**src/rtl/eig_pkg.sv**
```systemverilog
// Shared types and constants for the QR eigenvalue datapath and its controller.
package eig_pkg;

  localparam int ELEM_W  = 16;
  localparam int MAT_DIM = 4;
  localparam int MAT_W   = ELEM_W * MAT_DIM * MAT_DIM;

  // Matrix elements are signed Q4.12 fixed point.
  localparam int FRAC_W = 12;
  localparam int INT_W  = ELEM_W - FRAC_W;
  localparam logic [ELEM_W-1:0] FX_ONE = ELEM_W'(1 << FRAC_W);

  typedef enum logic [2:0] {
    IDLE,
    QR_ISSUE,
    QR_WAIT,
    MUL_ISSUE,
    MUL_WAIT,
    CHECK,
    DONE
  } state_t;

endpackage

```
**src/rtl/stage_watchdog.sv**
```systemverilog
// Per-stage cycle watchdog: counts enabled cycles since the last clear, flags the LIMIT-th one.
// Compiled only when QR_WATCHDOG_EN is defined.
`ifdef QR_WATCHDOG_EN
module stage_watchdog #(
  parameter int LIMIT = 1023
) (
  input  logic clk,
  input  logic rst,
  input  logic clear,
  input  logic enable,
  output logic expired
);

  localparam int CNT_W = $clog2(LIMIT + 1);

  logic [CNT_W-1:0] cnt;

  always_ff @(posedge clk) begin
    if (rst || clear) begin
      cnt <= '0;
    end else if (enable && (cnt != CNT_W'(LIMIT))) begin
      cnt <= cnt + 1'b1;
    end
  end

  // Fires in the cycle whose increment would make the count reach LIMIT.
  assign expired = enable && (cnt == CNT_W'(LIMIT - 1));

endmodule
`endif

```
**src/rtl/qr_iter_ctrl.sv**
```systemverilog
// QR iteration sequencer: steps QR and R*Q stages on their done signals, polls diagonality, caps at MAX_ITER.
// Optional per-stage watchdog and timeout_err port are built when QR_WATCHDOG_EN is defined.
module qr_iter_ctrl
  import eig_pkg::*;
#(
  parameter int MAX_ITER = 64,
  parameter int ITER_W   = 7
`ifdef QR_WATCHDOG_EN
  ,
  parameter int WD_CYCLES = 1023
`endif
) (
  input  logic              clk,
  input  logic              rst,
  input  logic              start,
  input  logic [MAT_W-1:0]  a_init,
  input  logic              qr_done,
  input  logic              mult_done,
  input  logic [MAT_W-1:0]  a_new,
  input  logic              exit_flag,
  output logic [MAT_W-1:0]  a_cur,
  output logic              qr_start,
  output logic              mult_start,
  output logic [MAT_W-1:0]  a_diag,
  output logic              eig_enable,
  output logic              busy,
  output logic              done,
  output logic [ITER_W-1:0] iter_count,
  output logic              max_iter_hit
`ifdef QR_WATCHDOG_EN
  ,
  output logic              timeout_err
`endif
);

  localparam logic [ITER_W-1:0] ITER_CAP = ITER_W'(MAX_ITER);

  state_t state, state_nxt;
  logic   accept, capture, finish, cap_hit, wd_fire, wd_expired;

`ifdef QR_WATCHDOG_EN
  logic wd_clear, wd_enable;

  assign wd_clear  = (state == QR_ISSUE) || (state == MUL_ISSUE);
  assign wd_enable = (state == QR_WAIT) || (state == MUL_WAIT);

  stage_watchdog #(.LIMIT(WD_CYCLES)) u_wd (
    .clk     (clk),
    .rst     (rst),
    .clear   (wd_clear),
    .enable  (wd_enable),
    .expired (wd_expired)
  );
`else
  assign wd_expired = 1'b0;
`endif

  always_comb begin
    state_nxt  = state;
    qr_start   = 1'b0;
    mult_start = 1'b0;
    accept     = 1'b0;
    capture    = 1'b0;
    finish     = 1'b0;
    cap_hit    = 1'b0;
    wd_fire    = 1'b0;
    case (state)
      IDLE, DONE: begin
        if (start) begin
          accept    = 1'b1;
          state_nxt = QR_ISSUE;
        end
      end
      QR_ISSUE: begin
        qr_start  = 1'b1;
        state_nxt = QR_WAIT;
      end
      QR_WAIT: begin
        if (qr_done) begin
          state_nxt = MUL_ISSUE;
        end else if (wd_expired) begin
          wd_fire   = 1'b1;
          finish    = 1'b1;
          state_nxt = DONE;
        end
      end
      MUL_ISSUE: begin
        mult_start = 1'b1;
        state_nxt  = MUL_WAIT;
      end
      MUL_WAIT: begin
        if (mult_done) begin
          capture   = 1'b1;
          state_nxt = CHECK;
        end else if (wd_expired) begin
          wd_fire   = 1'b1;
          finish    = 1'b1;
          state_nxt = DONE;
        end
      end
      CHECK: begin
        // Convergence is tested before the cap so a last-iteration hit reports as converged.
        if (exit_flag) begin
          finish    = 1'b1;
          state_nxt = DONE;
        end else if (iter_count == ITER_CAP) begin
          finish    = 1'b1;
          cap_hit   = 1'b1;
          state_nxt = DONE;
        end else begin
          state_nxt = QR_ISSUE;
        end
      end
      default: state_nxt = IDLE;
    endcase
  end

  assign done       = (state == DONE);
  assign eig_enable = (state == DONE);
  assign busy       = (state != IDLE) && (state != DONE);

  always_ff @(posedge clk) begin
    if (rst) begin
      state        <= IDLE;
      a_cur        <= '0;
      a_diag       <= '0;
      iter_count   <= '0;
      max_iter_hit <= 1'b0;
    end else begin
      state <= state_nxt;
      if (accept) begin
        a_cur        <= a_init;
        iter_count   <= '0;
        max_iter_hit <= 1'b0;
      end else if (capture) begin
        a_cur <= a_new;
        if (iter_count != ITER_CAP) begin
          iter_count <= iter_count + 1'b1;
        end
      end
      if (finish) begin
        a_diag       <= a_cur;
        max_iter_hit <= cap_hit;
      end
    end
  end

`ifdef QR_WATCHDOG_EN
  always_ff @(posedge clk) begin
    if (rst || accept) begin
      timeout_err <= 1'b0;
    end else if (wd_fire) begin
      timeout_err <= 1'b1;
    end
  end
`endif

endmodule

```
**config.mk**
```make
export PLATFORM = sky130hd
export DESIGN_NAME = qr_iter_ctrl
export DESIGN_NICKNAME = d
export VERILOG_FILES = /design/src/rtl/eig_pkg.sv /design/src/rtl/stage_watchdog.sv /design/src/rtl/qr_iter_ctrl.sv
export SDC_FILE = /design/constraint.sdc
export NUM_CORES = 1
export LEC_CHECK = 0
export ABC_AREA = 0
export CAP_MARGIN = 20
export CORE_AREA = 3 3 404 406
export CTS_CLUSTER_SIZE = 30
export DETAILED_ROUTE_END_ITERATION = 10
export DIE_AREA = 0 0 407 409
export GPL_TIMING_DRIVEN = 1
export SLEW_MARGIN = 20
export SYNTH_ARGS = -nofsm -noshare
export SYNTH_HDL_FRONTEND = slang
export SYNTH_HIERARCHICAL = 1
export SYNTH_SLANG_ARGS = --single-unit
```
**constraint.sdc**
```tcl
create_clock -name clk -period 1.8 [get_ports clk]
set_input_delay 0.36 -clock clk [delete_from_list [all_inputs] [get_ports clk]]
set_output_delay 0.36 -clock clk [all_outputs]
set_load 0.005 [all_outputs]
```
# After elaboration in Yosys (flattened, before gate mapping)
# Cells that the tools add are included.
# W data, S select, Z words.
totals:
  regBits: 523
  input_bits: 518
  word_cells: 48
op_classes:
  n_eq_ne: 12
  n_reduce_logical: 9
  n_addsub: 1
  n_mux: 21
ops:
  columns: ["operator", "count"]
  rows:
  - ["$mux W256", 2]
  - ["$pmux W3 S6", 1]
  - ["$mux W3", 5]
  - ["$mux W1", 13]
  - ["$eq A3 B3 Y1 const B", 3]
  - ["$add A7 B1 Y7 const B", 1]
  - ["$eq A7 B7 Y1 const B", 1]
  - ["$ne A7 B7 Y1 const B", 1]
  - ["$eq A3 B2 Y1 const B", 2]
  - ["$ne A2 B2 Y1 const B", 3]
  - ["$reduce_bool A2 Y1", 2]
  - ["$reduce_or A2 Y1", 2]
  - ["$eq A3 B1 Y1 const B", 1]
  - ["$logic_not A3 Y1", 1]
  - ["$ne A3 B3 Y1 const B", 1]
  - ["$reduce_and A3 Y1", 1]
  - ["$reduce_bool A3 Y1", 1]
  - ["$reduce_and A2 Y1", 1]
  - ["$logic_and A1 B1 Y1", 1]

# Depth between registers and ports, before layout
logic_depth:
  depth_word: 5
  depth_mapped: 9
  ltp_nobuf: 6

# Worst setup path after synthesis
# Ideal clock, no wire load.
synth_path:
  kind: "register -> register"
  startpoint: "register iter_count[0]"
  endpoint: "register a_diag[100]"
  synth_period_minus_slack_ns: 1.682
  t_arrival_ns: 1.564
  required_time_ns: 1.682
  stages_incl_launch_ff: 10
  path_slack_ns: 0.118
  path_buffers: 3
  cell_sequence: "dfxtp_1 -> inv_1 -> ha_1 -> nand2b_1 -> nor4_4 -> o211a_1 -> buf_6 -> buf_12 -> buf_12 -> mux2i_1"
synth_between:
  elab_chain_cells: 4
synth_rtl:
  columns: ["element", "line", "rtl"]
  rows:
  - ["from (decl)", "qr_iter_ctrl.sv:28", "output logic [ITER_W-1:0] iter_count,"]
  - ["from (signal assigned)", "qr_iter_ctrl.sv:138", "iter_count <= iter_count + 1'b1;"]
  - ["$eq A7 B7 Y1", "qr_iter_ctrl.sv:106", "end else if (iter_count == ITER_CAP) begin"]
  - ["$mux W1", "qr_iter_ctrl.sv:106", null]
  - ["$mux W1", "qr_iter_ctrl.sv:103", "if (exit_flag) begin"]
  - ["$mux W1", null, null]
  - ["to (signal assigned)", "qr_iter_ctrl.sv:142", "a_diag <= a_cur;"]
  - ["to (decl)", "qr_iter_ctrl.sv:24", "output logic [MAT_W-1:0] a_diag,"]
# Every way passes these cells.
# A chain may end at the register's enable or synchronous reset.

# Worst setup path after layout
layout_path:
  startpoint: "register state[1]"
  endpoint: "register a_cur[244]"
layout_between:
  elab_chain_cells: 4
layout_rtl:
  columns: ["element", "line", "rtl"]
  rows:
  - ["from (decl)", "qr_iter_ctrl.sv:38", "state_t state, state_nxt;"]
  - ["from (signal assigned)", "qr_iter_ctrl.sv:130", "state <= state_nxt;"]
  - ["$eq A3 B3 Y1 / $logic_not A3 Y1 (equally long branches)", "qr_iter_ctrl.sv:67", "case (state)"]
  - ["$reduce_or A2 Y1", "qr_iter_ctrl.sv:67", null]
  - ["$mux W1", "qr_iter_ctrl.sv:67", null]
  - ["$mux W256 / $reduce_bool A2 Y1 (equally long branches)", null, null]
  - ["to (signal assigned)", "qr_iter_ctrl.sv:132", "a_cur <= a_init;"]
  - ["to (signal assigned)", "qr_iter_ctrl.sv:136", "a_cur <= a_new;"]
  - ["to (decl)", "qr_iter_ctrl.sv:21", "output logic [MAT_W-1:0] a_cur,"]
# Several ways; a longest one is shown, not always the timed one.

==> reports/qor.txt <==
status: complete, but fails checks
failing checks: setup timing
cell count after synthesis: 2,330
Cell Pwr Density: 820 mW/mm²
maximum clock insertion buffer count: 3
fin worst setup slack: -0.200 ns
Placed Cells: 5,526
vias in the first global route: 21,588
Yosys reg bits: 523
top sig layer: met5
terminus of the critical flop-to-flop path: a_cur[244]
Met2 Wirelength: 65,800 µm
clock network fraction of design power: 38.6%
Area Overhead vs Synth: 96.0%
fin nets: 4,098
Die Y: 409 µm
Worst-Skew Late Latency: 0.67 ns
RSZ-0062 raised after global routing: yes
syn_area_per_cell: 8.97 µm²
Min-Delay Path Depth: 4
routability cong.: 0.925
HP Class: input port to flop
Crit path arrival time: 2.56 ns
Psw: 0.00990 W
Seq/Total Area, Yosys: 50.1%
max-slew headroom at the worst pin: 48.2%
htree depth: 2
crit-path max FO: 8
largest net degree at the start of global routing: 88
cell with the most instances after synthesis: nand2_1
Total GRT Usage: 13.9%
crit path launch type: flop
first-pass GRT wire length: 166,000 µm
initial antenna violation count: 65
worst-margin pin slew: 0.776 ns
post-synthesis cell type count: 42
CORE AREA: 0.160 mm²
EDFF count, synth: 0
total CTS buffers: 61
CP endpoint kind: flop
ys async rst share: 0%
Clock Sinks: 523
Hold-fix buffers, CTS: 0
synthesized cell area: 0.0209 mm²
DRT antenna net count: 0
hold_sp: rst
row count: 147
GRT overflow: 0
Internal Pwr Total: 0.0237 W
Die ar.: 0.166 mm²
Worst-path clk slew: 0.06 ns
Req. time, crit path: 2.36 ns
Yosys warning count: 6
Initial Utilization: 13.0%
post-DP HPWL: 95,700 µm
net count after synthesis: 2,850
leakage: 16.5 nW
largest area contributor in the netlist: dfxtp_1
fin cells: 5,795
initial detailed-routing violation count: 1,722
Yosys top cell area share: 50.1%
die width: 407 µm
Post-synth top cells: nand2_1 (773), dfxtp_1 (523), a21oi_1 (258), mux2i_1 (257), a22oi_1 (256)
M1 WL: 53,700 µm
switch share: 29.4%
fin crit period: 2.00 ns
via/cell ratio: 3.95
CTS Root Cell: clkbuf_16
Seq pwr share: 38.6%
peak supply drop: 0.000619 V
RR Startpoint: state[1]
most common flop cell mapped by yosys: dfxtp_1
CTS tree: built
Register-to-Register Setup Slack: -0.20 ns
combinational share of power: 22.8%
max_cap viols: 0
DRC: 0
Port Buf Inserts: 1,042
fin crit share: 111%
Pins Over Slew Limit: 0
Final Setup Violations: 460
critical path class: flop to flop
met3 wire len: 10,700 µm
DR vias: 22,883
drt wl/cell: 23.1 µm
num ports: 1,043
worst reg2reg path depth: 9
top post-synthesis cells by area: dfxtp_1 (50%), nand2_1 (14%), mux2i_1 (12%)
final hold viol count: 0
f_max: 500 MHz
Pre-antenna DRT Iters: 6
WHS Endpoint: a_diag[5]
Final Skew: 0.0376 ns
Total Wirelength: 134,000 µm
DP Worst Slack: -0.422 ns
share of layout cells above drive strength 1: 25.5%
[worst max-delay path, stage by stage, from the launching register on]
cell and delay [ns]:
dfxtp_4 0.38, buf_12 0.13, xnor2_4 0.13, buf_6 0.14
a21oi_4 0.28, buf_12 0.19, buf_16 0.16, clkbuf_16 0.23
nand2_4 0.06, a21oi_2 0.14
[kinds of logic (layout without fill, tap and decap cells)]
kind of cell             Yosys count  after routing  synth area share (%)
AND/OR/NAND/NOR                  805            805                  14.9
flip-flops                       523            523                  50.1
adder cells (fa/ha/maj)            2              2                 0.120
XOR/XNOR                           7              7                 0.329
AO/OA/AOI/OAI                    527            527                  15.9
other                              0             11                     0
buffers and inverters            209           1503                  6.32
multiplexers                     257            257                  12.3
[cell type report]
type / instances / area (µm²)
Clock inverter: 24 / 288
Clock buffer: 85 / 1760
Sequential cell: 523 / 10700
Multi-Input combinational cell: 1598 / 10700
Tap cell: 2160 / 2700
Fill cell: 17117 / 119000
Antenna cell: 11 / 27.5
Timing Repair Buffer: 1389 / 14800
Inverter: 5 / 26.3
[power groups by stage]
stage	registers [W]	logic, W	clock network (W)
after floorplan	0.0129	0.00193	0
after global placement	0.0131	0.00593	0
after detailed placement	0.0131	0.00597	0
after CTS	0.0129	0.00589	0.0134
after global routing	0.0130	0.00809	0.0138
final	0.0130	0.00766	0.0130
[layer usage]
layer / global-route usage (%) / vias up
li1: - / 10537
met1: 16.9 / 11107
met2: 24.1 / 1008
met3: 3.59 / 223
met4: 3.84 / 8
met5: 0 / -
[worst max path at each step]
stage,to,depth (start not counted),startpoint
final,a_cur[244],9,state[1]
after global routing,a_diag[41],11,iter_count[0]
after CTS,done,4,state[0]
after detailed placement,a_cur[23],8,mult_done
after global placement,a_cur[254],7,mult_done
after floorplan,a_diag[100],9,iter_count[0]
[placed cells by master (no fill, tap or decap), types with 88 or more instances in the layout]
| master | instances |
|---|---|
| mux2i_1 | 249 |
| nand2_4 | 88 |
| a22oi_1 | 185 |
| a21oi_2 | 102 |
| clkdlybuf4s50_1 | 516 |
| dlygate4sd2_1 | 482 |
| nand2_1 | 666 |
| a21oi_1 | 156 |
| clkbuf_16 | 98 |
| dfxtp_1 | 383 |
| buf_4 | 143 |
| dfxtp_2 | 119 |
[flip-flops by register name (all words and copies together), names as in the netlist]
signal,cells
iter_count,7
a_diag,256
a_cur,256
max_iter_hit,1
state,3
[stage by stage]
step / power, W / area [µm²] / hold slack, ns / setup TNS (ns) / util [%]
after floorplan: 0.0148 / 20900 / 0.451 / 0 / -
after global placement: 0.0190 / 34800 / 0.442 / -91.61 / 21.7
after detailed placement: 0.0191 / 34800 / 0.445 / -98.41 / 21.7
after CTS: 0.0321 / 37900 / 0.0659 / -31.78 / 23.6
after global routing: 0.0349 / 40900 / 0.0847 / -71.13 / 25.6
final: 0.0336 / 41000 / 0.125 / -35.99 / 25.6
[timing repair]
action	CTS	global route
gates cloned	15	45
endpoints found under the setup margin	854	506
buffers inserted	58	47
gates resized for setup	890	464
hold endpoints to repair	0	0
pin swaps	3	269
Power figures use the tool's default switching activity.
